`config.mk`:
```
export PLATFORM = sky130hd
export DESIGN_NAME = pc_sequencer_flat
export DESIGN_NICKNAME = d
export VERILOG_FILES = /design/src/rtl/pc_sequencer_if.sv /design/src/rtl/pc_sequencer.sv /design/src/flat_wrapper.sv
export SDC_FILE = /design/constraint.sdc
export NUM_CORES = 1
export LEC_CHECK = 0
export ABC_AREA = 1
export BUFFER_PORTS_ARGS = -buffer_cell sky130_fd_sc_hd__buf_2
export CAP_MARGIN = 20
export CELL_PAD_IN_SITES_DETAIL_PLACEMENT = 1
export CELL_PAD_IN_SITES_GLOBAL_PLACEMENT = 1
export CORE_MARGIN = 10
export CORE_UTILIZATION = 38
export DETAILED_ROUTE_END_ITERATION = 8
export PLACE_DENSITY = 0.87
export SLEW_MARGIN = 20
export SYNTH_ARGS = -nofsm -noshare
export SYNTH_HDL_FRONTEND = slang
export SYNTH_SLANG_ARGS = --single-unit
```
`constraint.sdc`:
```
create_clock -name clk -period 3.7 [get_ports clk]
set_input_delay 0.37 -clock clk [delete_from_list [all_inputs] [get_ports clk]]
set_output_delay 0.37 -clock clk [all_outputs]
set_load 0.02 [all_outputs]
```
`src/rtl/pc_sequencer_if.sv`:
```
// Decoder-facing bundle for the PC/phase sequencer: decoder controls in, fetch address and phase strobes out.
interface pc_sequencer_if;
  logic        run;
  logic        stall;
  logic [1:0]  Pc_cmd;
  logic [1:0]  Pc_val;
  logic [31:0] Iv;
  logic [31:0] rs1_data;
  logic        alu_cond;
  logic [31:0] i_address;
  logic [31:0] pc_plus4;
  logic        IF;
  logic        ID;
  logic        EX;
  logic        MEM;
  logic        WB;

  modport master (
    input  run, stall, Pc_cmd, Pc_val, Iv, rs1_data, alu_cond,
    output i_address, pc_plus4, IF, ID, EX, MEM, WB
  );

  modport slave (
    output run, stall, Pc_cmd, Pc_val, Iv, rs1_data, alu_cond,
    input  i_address, pc_plus4, IF, ID, EX, MEM, WB
  );
endinterface

```
`src/rtl/pc_sequencer.sv`:
```
// Program counter and IF/ID/EX/MEM/WB phase sequencer for the multi-cycle DLX core.
//
// state | meaning
// S_IF  | fetch address presented; wait for run
// S_ID  | instruction read data valid, decoder captures it
// S_EX  | ALU evaluates; branch decision and target captured on exit
// S_MEM | data memory access; held while stall
// S_WB  | write back; PC advances on exit
module pc_sequencer #(
  parameter logic [31:0] RESET_PC = 32'h0000_0000
) (
  input  logic           clk,
  input  logic           reset_n,
  pc_sequencer_if.master bus
);

  typedef enum logic [2:0] {
    S_IF  = 3'd0,
    S_ID  = 3'd1,
    S_EX  = 3'd2,
    S_MEM = 3'd3,
    S_WB  = 3'd4
  } state_t;

  localparam logic [31:0] ALIGN_MASK = 32'hFFFF_FFFC;

  state_t      r_state;
  logic [31:0] r_pc;
  logic        r_take;
  logic [31:0] r_target;
  // One-hot strobes, bit order {IF, ID, EX, MEM, WB}
  logic [4:0]  r_phase;

  logic [31:0] w_pc_plus4;
  logic        w_take;
  logic [31:0] w_target;

  assign w_pc_plus4 = r_pc + 32'd4;

  always_comb begin
    w_take = 1'b0;
    case (bus.Pc_cmd)
      2'b10:   w_take = (bus.Pc_val == 2'b01) ? 1'b1 : bus.alu_cond;
      2'b11:   w_take = 1'b1;
      default: w_take = 1'b0;
    endcase
  end

  assign w_target = (bus.Pc_cmd == 2'b11) ? bus.rs1_data : (w_pc_plus4 + bus.Iv);

  always_ff @(posedge clk or negedge reset_n) begin
    if (!reset_n) begin
      r_state  <= S_IF;
      r_phase  <= 5'b10000;
      r_pc     <= RESET_PC & ALIGN_MASK;
      r_take   <= 1'b0;
      r_target <= 32'd0;
    end else begin
      case (r_state)
        S_IF: begin
          if (bus.run) begin
            r_state <= S_ID;
            r_phase <= 5'b01000;
          end
        end
        S_ID: begin
          r_state <= S_EX;
          r_phase <= 5'b00100;
        end
        S_EX: begin
          r_state  <= S_MEM;
          r_phase  <= 5'b00010;
          r_take   <= w_take;
          r_target <= w_target;
        end
        S_MEM: begin
          if (!bus.stall) begin
            r_state <= S_WB;
            r_phase <= 5'b00001;
          end
        end
        S_WB: begin
          r_state <= S_IF;
          r_phase <= 5'b10000;
          r_pc    <= (r_take ? r_target : w_pc_plus4) & ALIGN_MASK;
          r_take  <= 1'b0;
        end
        default: begin
          r_state <= S_IF;
          r_phase <= 5'b10000;
        end
      endcase
    end
  end

  assign bus.i_address = r_pc;
  assign bus.pc_plus4  = w_pc_plus4;
  assign bus.IF        = r_phase[4];
  assign bus.ID        = r_phase[3];
  assign bus.EX        = r_phase[2];
  assign bus.MEM       = r_phase[1];
  assign bus.WB        = r_phase[0];

endmodule

```
`src/flat_wrapper.sv`:
```
// flat-port wrapper written by rule: the top's interface ports become plain ports
module pc_sequencer_flat 
#(
  parameter logic [31:0] RESET_PC = 32'h0000_0000
)
  (clk, reset_n, bus_run, bus_stall, bus_Pc_cmd, bus_Pc_val, bus_Iv, bus_rs1_data, bus_alu_cond, bus_i_address, bus_pc_plus4, bus_IF, bus_ID, bus_EX, bus_MEM, bus_WB);
  pc_sequencer_if bus_i ();
  input  logic clk;
  input  logic reset_n;
  input wire logic [$bits(bus_i.run)-1:0] bus_run;
  input wire logic [$bits(bus_i.stall)-1:0] bus_stall;
  input wire logic [$bits(bus_i.Pc_cmd)-1:0] bus_Pc_cmd;
  input wire logic [$bits(bus_i.Pc_val)-1:0] bus_Pc_val;
  input wire logic [$bits(bus_i.Iv)-1:0] bus_Iv;
  input wire logic [$bits(bus_i.rs1_data)-1:0] bus_rs1_data;
  input wire logic [$bits(bus_i.alu_cond)-1:0] bus_alu_cond;
  output wire logic [$bits(bus_i.i_address)-1:0] bus_i_address;
  output wire logic [$bits(bus_i.pc_plus4)-1:0] bus_pc_plus4;
  output wire logic [$bits(bus_i.IF)-1:0] bus_IF;
  output wire logic [$bits(bus_i.ID)-1:0] bus_ID;
  output wire logic [$bits(bus_i.EX)-1:0] bus_EX;
  output wire logic [$bits(bus_i.MEM)-1:0] bus_MEM;
  output wire logic [$bits(bus_i.WB)-1:0] bus_WB;
  assign bus_i.run = bus_run;
  assign bus_i.stall = bus_stall;
  assign bus_i.Pc_cmd = bus_Pc_cmd;
  assign bus_i.Pc_val = bus_Pc_val;
  assign bus_i.Iv = bus_Iv;
  assign bus_i.rs1_data = bus_rs1_data;
  assign bus_i.alu_cond = bus_alu_cond;
  assign bus_i_address = bus_i.i_address;
  assign bus_pc_plus4 = bus_i.pc_plus4;
  assign bus_IF = bus_i.IF;
  assign bus_ID = bus_i.ID;
  assign bus_EX = bus_i.EX;
  assign bus_MEM = bus_i.MEM;
  assign bus_WB = bus_i.WB;
  pc_sequencer #(.RESET_PC(RESET_PC)) u_core (.clk(clk), .reset_n(reset_n), .bus(bus_i));
endmodule
```
# After elaboration in Yosys (flattened, before gate mapping)
# Cells that the tools add are included.
# op_classes
n_addsub	2
n_eq_ne	9
n_reduce_logical	3
muxes	11
# ops
cell	n
$mux W32	2
$add A32 B3 Y32 const B	1
$add A32 B32 Y32	1
$pmux W5 S4	1
$pmux W3 S4	1
$mux W5	2
$eq A3 B2 Y1 const B	2
$mux W3	2
$eq A2 B2 Y1 const B	2
$ne A2 B2 Y1 const B	2
$pmux W1 S2	2
$eq A3 B1 Y1 const B	1
$eq A3 B3 Y1 const B	1
$logic_not A3 Y1	1
$eq A2 B1 Y1 const B	1
$reduce_and A2 Y1	1
$reduce_bool A2 Y1	1
$mux W1	1
# word_totals
in_bits	73
output_inout_bits	69
regBits	71

# Longest topological paths before layout
# depth
ltp_word	4
ltp_mapped	26
mapped_depth_nobuf	26

# Worst setup path before layout
# OpenSTA, ideal clock, no wires.
# synth_timing
path_type	register to register
start	register u_core.r_pc[3] (netlist: u_core.bus.i_address[3])
end	register u_core.r_target[29]
t_required_ns	3.584
path_stages_with_launch	20
path_buffers	0
arrival_time_ns	2.857
period_less_slack_ns	2.973
path_slack_ns	0.727
path_cell_list	dfrtp_1 -> ha_1 -> nand2_1 -> inv_2 -> nand2_4 -> nor3_4 -> and2_4 -> nand2_4 -> xnor2_2 -> ha_1 -> a21oi_1 -> o21ai_0 -> inv_1 -> nand2_1 -> a21oi_1 -> nand2_1 -> nand2_1 -> nand3_1 -> nand2_1 -> nand2_1
# synth_between
elab_chain_cells	3
# synth_lines
element	line	source
start: declaration	pc_sequencer.sv:28	logic [31:0] r_pc;
start signal: assignment	pc_sequencer.sv:55	r_pc <= RESET_PC & ALIGN_MASK;
start signal: assignment	pc_sequencer.sv:85	r_pc <= (r_take ? r_target : w_pc_plus4) & ALIGN_MASK;
$add A32 B3 Y32	pc_sequencer.sv:38	assign w_pc_plus4 = r_pc + 32'd4;
named net bus_pc_plus4[18]	flat_wrapper.sv:18	output wire logic [$bits(bus_i.pc_plus4)-1:0] bus_pc_plus4;
$add A32 B32 Y32	pc_sequencer.sv:49	assign w_target = (bus.Pc_cmd == 2'b11) ? bus.rs1_data : (w_pc_plus4 + bus.Iv);
$mux W32	pc_sequencer.sv:49	
end signal: assignment	pc_sequencer.sv:74	r_target <= w_target;
end: declaration	pc_sequencer.sv:30	logic [31:0] r_target;
# The timed path passes the listed nets, and every way through them passes these cells.
# A chain may end at the register's enable or synchronous reset.

# Worst setup path after layout
# layout_timing
start	register u_core.r_pc[2] (netlist: u_core.bus.i_address[2])
end	register u_core.r_target[29]
# layout_between
elab_chain_cells	3
# layout_lines
element	line
$add A32 B3 Y32	pc_sequencer.sv:38
$add A32 B32 Y32	pc_sequencer.sv:49
$mux W32	pc_sequencer.sv:49
# No other way between the ends.

==> impl_summary.txt <==
----------------------------------------------------
[Setup path]
  Capture instance of the worst register-to-register path ... u_core.r_target[29]
  FF-to-FF Start ... u_core.bus.i_address[2]
  Capture point of the worst path ... u_core.r_target[29]
  Crit end category ... flip-flop
  Internal reg-to-reg setup slack ... 0.23 ns
  Highest fanout seen on the critical path ... 6
  Nature of the critical path startpoint ... flip-flop
  CP Class ... flip-flop to flip-flop
  Setup crit start ... u_core.bus.i_address[2]
  Data arrival at the endpoint of the critical path ... ~3.7 ns
  R2R depth ... 19
  Required time worst endpoint ... roughly 4 ns

[Routing]
  Residual DRC count ... 0
  Number of detailed-route iterations in the first pass ... 5
  Antenna-violating nets left ... 0
  Routed via count divided by cell count ... 5.265
  Via total after detailed routing ... 6,955
  Violation count after the first detailed-route iteration ... approximately 480
  DRT Wirelength ... between 20 and 25 mm
  Routed wirelength normalized by instance count ... between 15 and 20 um

[Floorplan]
  Number of rows in the core area ... 46
  Horiz. Die Dim ... between 100 and 150 um
  Io pins ... about 140
  Die span in y ... 146.8 um
  Core area ... 15,830 um2
  Total die area ... about 22,000 um2
  Starting density of the core ... between 30% and 40%

[Clocking]
  Clock slew at reported path FFs ... about 0.07 ns
  Maximum count of clock buffers along a single path ... 2
  CTS Sinks ... a little under 70
  Setup Buffers After CTS ... 0
  CTS buffer count ... 9
  Resized Gates After CTS ... 0
  Hold bufs inserted after CTS ... 0
  Clock root buffer ... clkbuf_16
  CTS H-tree lvls ... 3
  Clock latency at the later pin of the worst-skew pair ... 0.34 ns
  CTS tree ... yes

[STA]
  Clock period minus worst slack ... ~3.5 ns
  Worst-case hold slack ... 0.1722 ns
  Setup repair after global routing missed its margin ... false
  Period utilization ... 93.75%
  Post-route setup TNS ... 0 ns
  Highest clock rate ... roughly 0.29 GHz
  Final setup violation count ... 0
  Worst slew margin relative to its limit ... between 30% and 40%
  Total count of max-transition violations in the final report ... 0
  Hold violation count in the final report ... 0
  Fin Clk Skew ... ~0.011 ns
  Tightest Pin Transition ... ~0.93 ns

[Synthesis]
  Asr flop ratio synth ... 100.0%
  Proportion of netlist area held by the largest area contributor ... between 20 and 30%
  Most used flip-flop cell after synthesis ... dfrtp_1
  Count of synthesis-stage warnings from yosys ... 0
  Number of enable flip-flop cells after synthesis ... 0
  Largest area contributor in the netlist ... dfrtp_1
  Synthesized instance count ... a little under 1,000
  Synthesized area divided by synthesized cell count ... around 6.3 um2
  Number of storage elements in the synthesis netlist ... between 60 and 70
  Share of the yosys chip area belonging to registers ... around 28%
  Post-Synthesis Cell Area ... slightly above 6000 um2
  Cell types occupying the most area after synthesis ... dfrtp_1 27%, nand2_1 18%, inv_1 7.9%, nor2_1 7.6%, ha_1 7.4%
  Number of unique standard cell types used by synthesis ... 48

[Finish]
  Layout Nets ... 1,207
  Share of final-layout standard cells stronger than drive strength 1 ... 18.15%
  Layout Area Growth over Synthesis ... 19.94%
  Leading cell type in the layout, fill and taps excluded ... nand2_1
  Top library cells by usage in the layout, fill and taps aside ... 296 x nand2_1, 133 x buf_2, 128 x inv_1, 122 x nor2_1, 67 x dfrtp_1

[Global route]
  Met3 Use GR ... between 2 and 3%
  Initial antenna violation count ... 4
  Pin count of the biggest net entering global routing ... 42
  Global routing met2 resource utilization ... approximately 39%
  Wire length of the first global-routing pass ... roughly 38 mm
  Via count of the first global-routing pass ... just over 7,000
  Total congestion overflow ... 0
  Layer with the highest usage ... met2
  Met1 demand-to-capacity share in global routing ... between 20% and 30%
  GRT Total Usage ... between 20% and 30%

[Placed design]
  DP HPWL ... 19.42 mm
  Final weighted congestion in routability-driven placement ... about 0.93
  Buffers added on ports ... 133

[Hold path]
  Path category of the worst min-delay check ... primary input to async pin

[Power]
  Comb pwr share ... roughly 63%
  Pwr dens ... between 800 and 900 nW/um2
  Worst vdd rail ir drop ... between 0.0002 and 0.0003 V
  Leakage ... 4.142 nW
  Overall power ... roughly 6.4 mW
  Total net switching power ... around 3.5 mW
  Clock network fraction of design power ... roughly 14%
  Switching share of total power ... 54.77%
  Power share of the sequential group ... about 23%
  Internal cell power ... between 2 and 3 mW

[Job]
  Max-cap violation count ... 0

[Outcome]
  Run status ... finished clean

----------------------------------------------------
[flip-flops by register name (all words and copies together), names as in the netlist]
name and count:
u_core.r_take 1, u_core.bus.i_address 30, u_core.r_target 30, u_core.r_state 2, u_core.r_phase 5
[logic make-up (layout without fill, tap and decap cells)]
| family | count (synthesis) | after routing | synth area share [%] |
|---|---|---|---|
| other cells | 1 | 7 | 0.06137 |
| buf+inv | 162 | 294 | 10.42 |
| simple gates | 525 | 525 | 36.47 |
| xor+xnor | 31 | 31 | 4.689 |
| flops | 68 | 68 | 27.87 |
| fa+ha+maj | 37 | 37 | 7.699 |
| compound gates | 143 | 143 | 12.80 |
[critical path, cell delays in order, from the launching register on]
cell and delay (ns):
dfrtp_1 0.45, ha_2 0.27, nand2_1 0.08, inv_2 0.11, nand2_4 0.08, nor3_4 0.18
and2_4 0.21, nand2_4 0.07, xnor2_2 0.32, ha_1 0.38, a21oi_1 0.29, o21ai_0 0.17
inv_1 0.08, nand2_1 0.07, a21oi_1 0.21, nand2_1 0.08, nand2_1 0.06, nand3_1 0.07
nand2_1 0.09, nand2_1 0.06
[power groups by stage]
stage / clock, mW / combinational [mW] / sequential, mW
floorplan: 0 / 2.49 / 1.56
global placement: 0 / 3.79 / 1.43
detailed placement: 0 / 3.91 / 1.45
CTS: 0.893 / 4.00 / 1.46
global route: 0.925 / 4.48 / 1.51
finish: 0.892 / 4.04 / 1.47
[cell type report]
cell class              instances  area, um2
fillers                      2189       8498
multi-input cells             740       3799
flip-flops and latches         68       1703
repair buffers                143      740.7
inverters                     135      506.7
well taps                     216      270.3
clock buffers                  11      242.7
clock inverters                 5      60.06
diodes                          3      7.507
[routing by layer]
layer,wire (um),part of all wire [%],vias to the layer above
li1,-,-,3317
met2,12390,50,218
met3,1210,4.9,49
met4,675,2.7,2
met1,10550,42,3369
met5,13,0.052,-
[worst min path at each step]
stage / end / from / slack, ns
final: u_core.bus.i_address[2] / reset_n / 0.17
after global routing: u_core.r_target[2] / reset_n / 0.22
after CTS: u_core.bus.i_address[6] / reset_n / 0.18
after detailed placement: u_core.r_phase[4] / u_core.r_phase[4] / 0.46
after global placement: u_core.r_phase[3] / u_core.r_phase[3] / 0.45
after floorplan: u_core.bus.i_address[10] / reset_n / 0.07
[cells in the mapped netlist (all sizes together), types with 2 or more instances]
cell,count
ha,36
inv,134
a31oi,3
xor2,27
nor4,3
o21ai,71
o211ai,3
o21bai,6
a21o,2
nor3,12
buf,9
nor2,133
xnor2,4
nand2,303
nand3,56
o22ai,12
and2,3
clkbuf,18
nand4,12
a21oi,43
dfrtp,67
[stage by stage]
stage	util, %	instances	setup slack, ns	area, um2
floorplan	-	970	0.7267	6122
global placement	44.32	1302	0.4407	7014
detailed placement	44.32	1302	0.3706	7014
CTS	46.23	1318	0.2765	7317
global route	46.31	1321	0.02113	7330
finish	46.31	1321	0.2313	7330
Note: power is estimated with default switching activity, not from simulation.
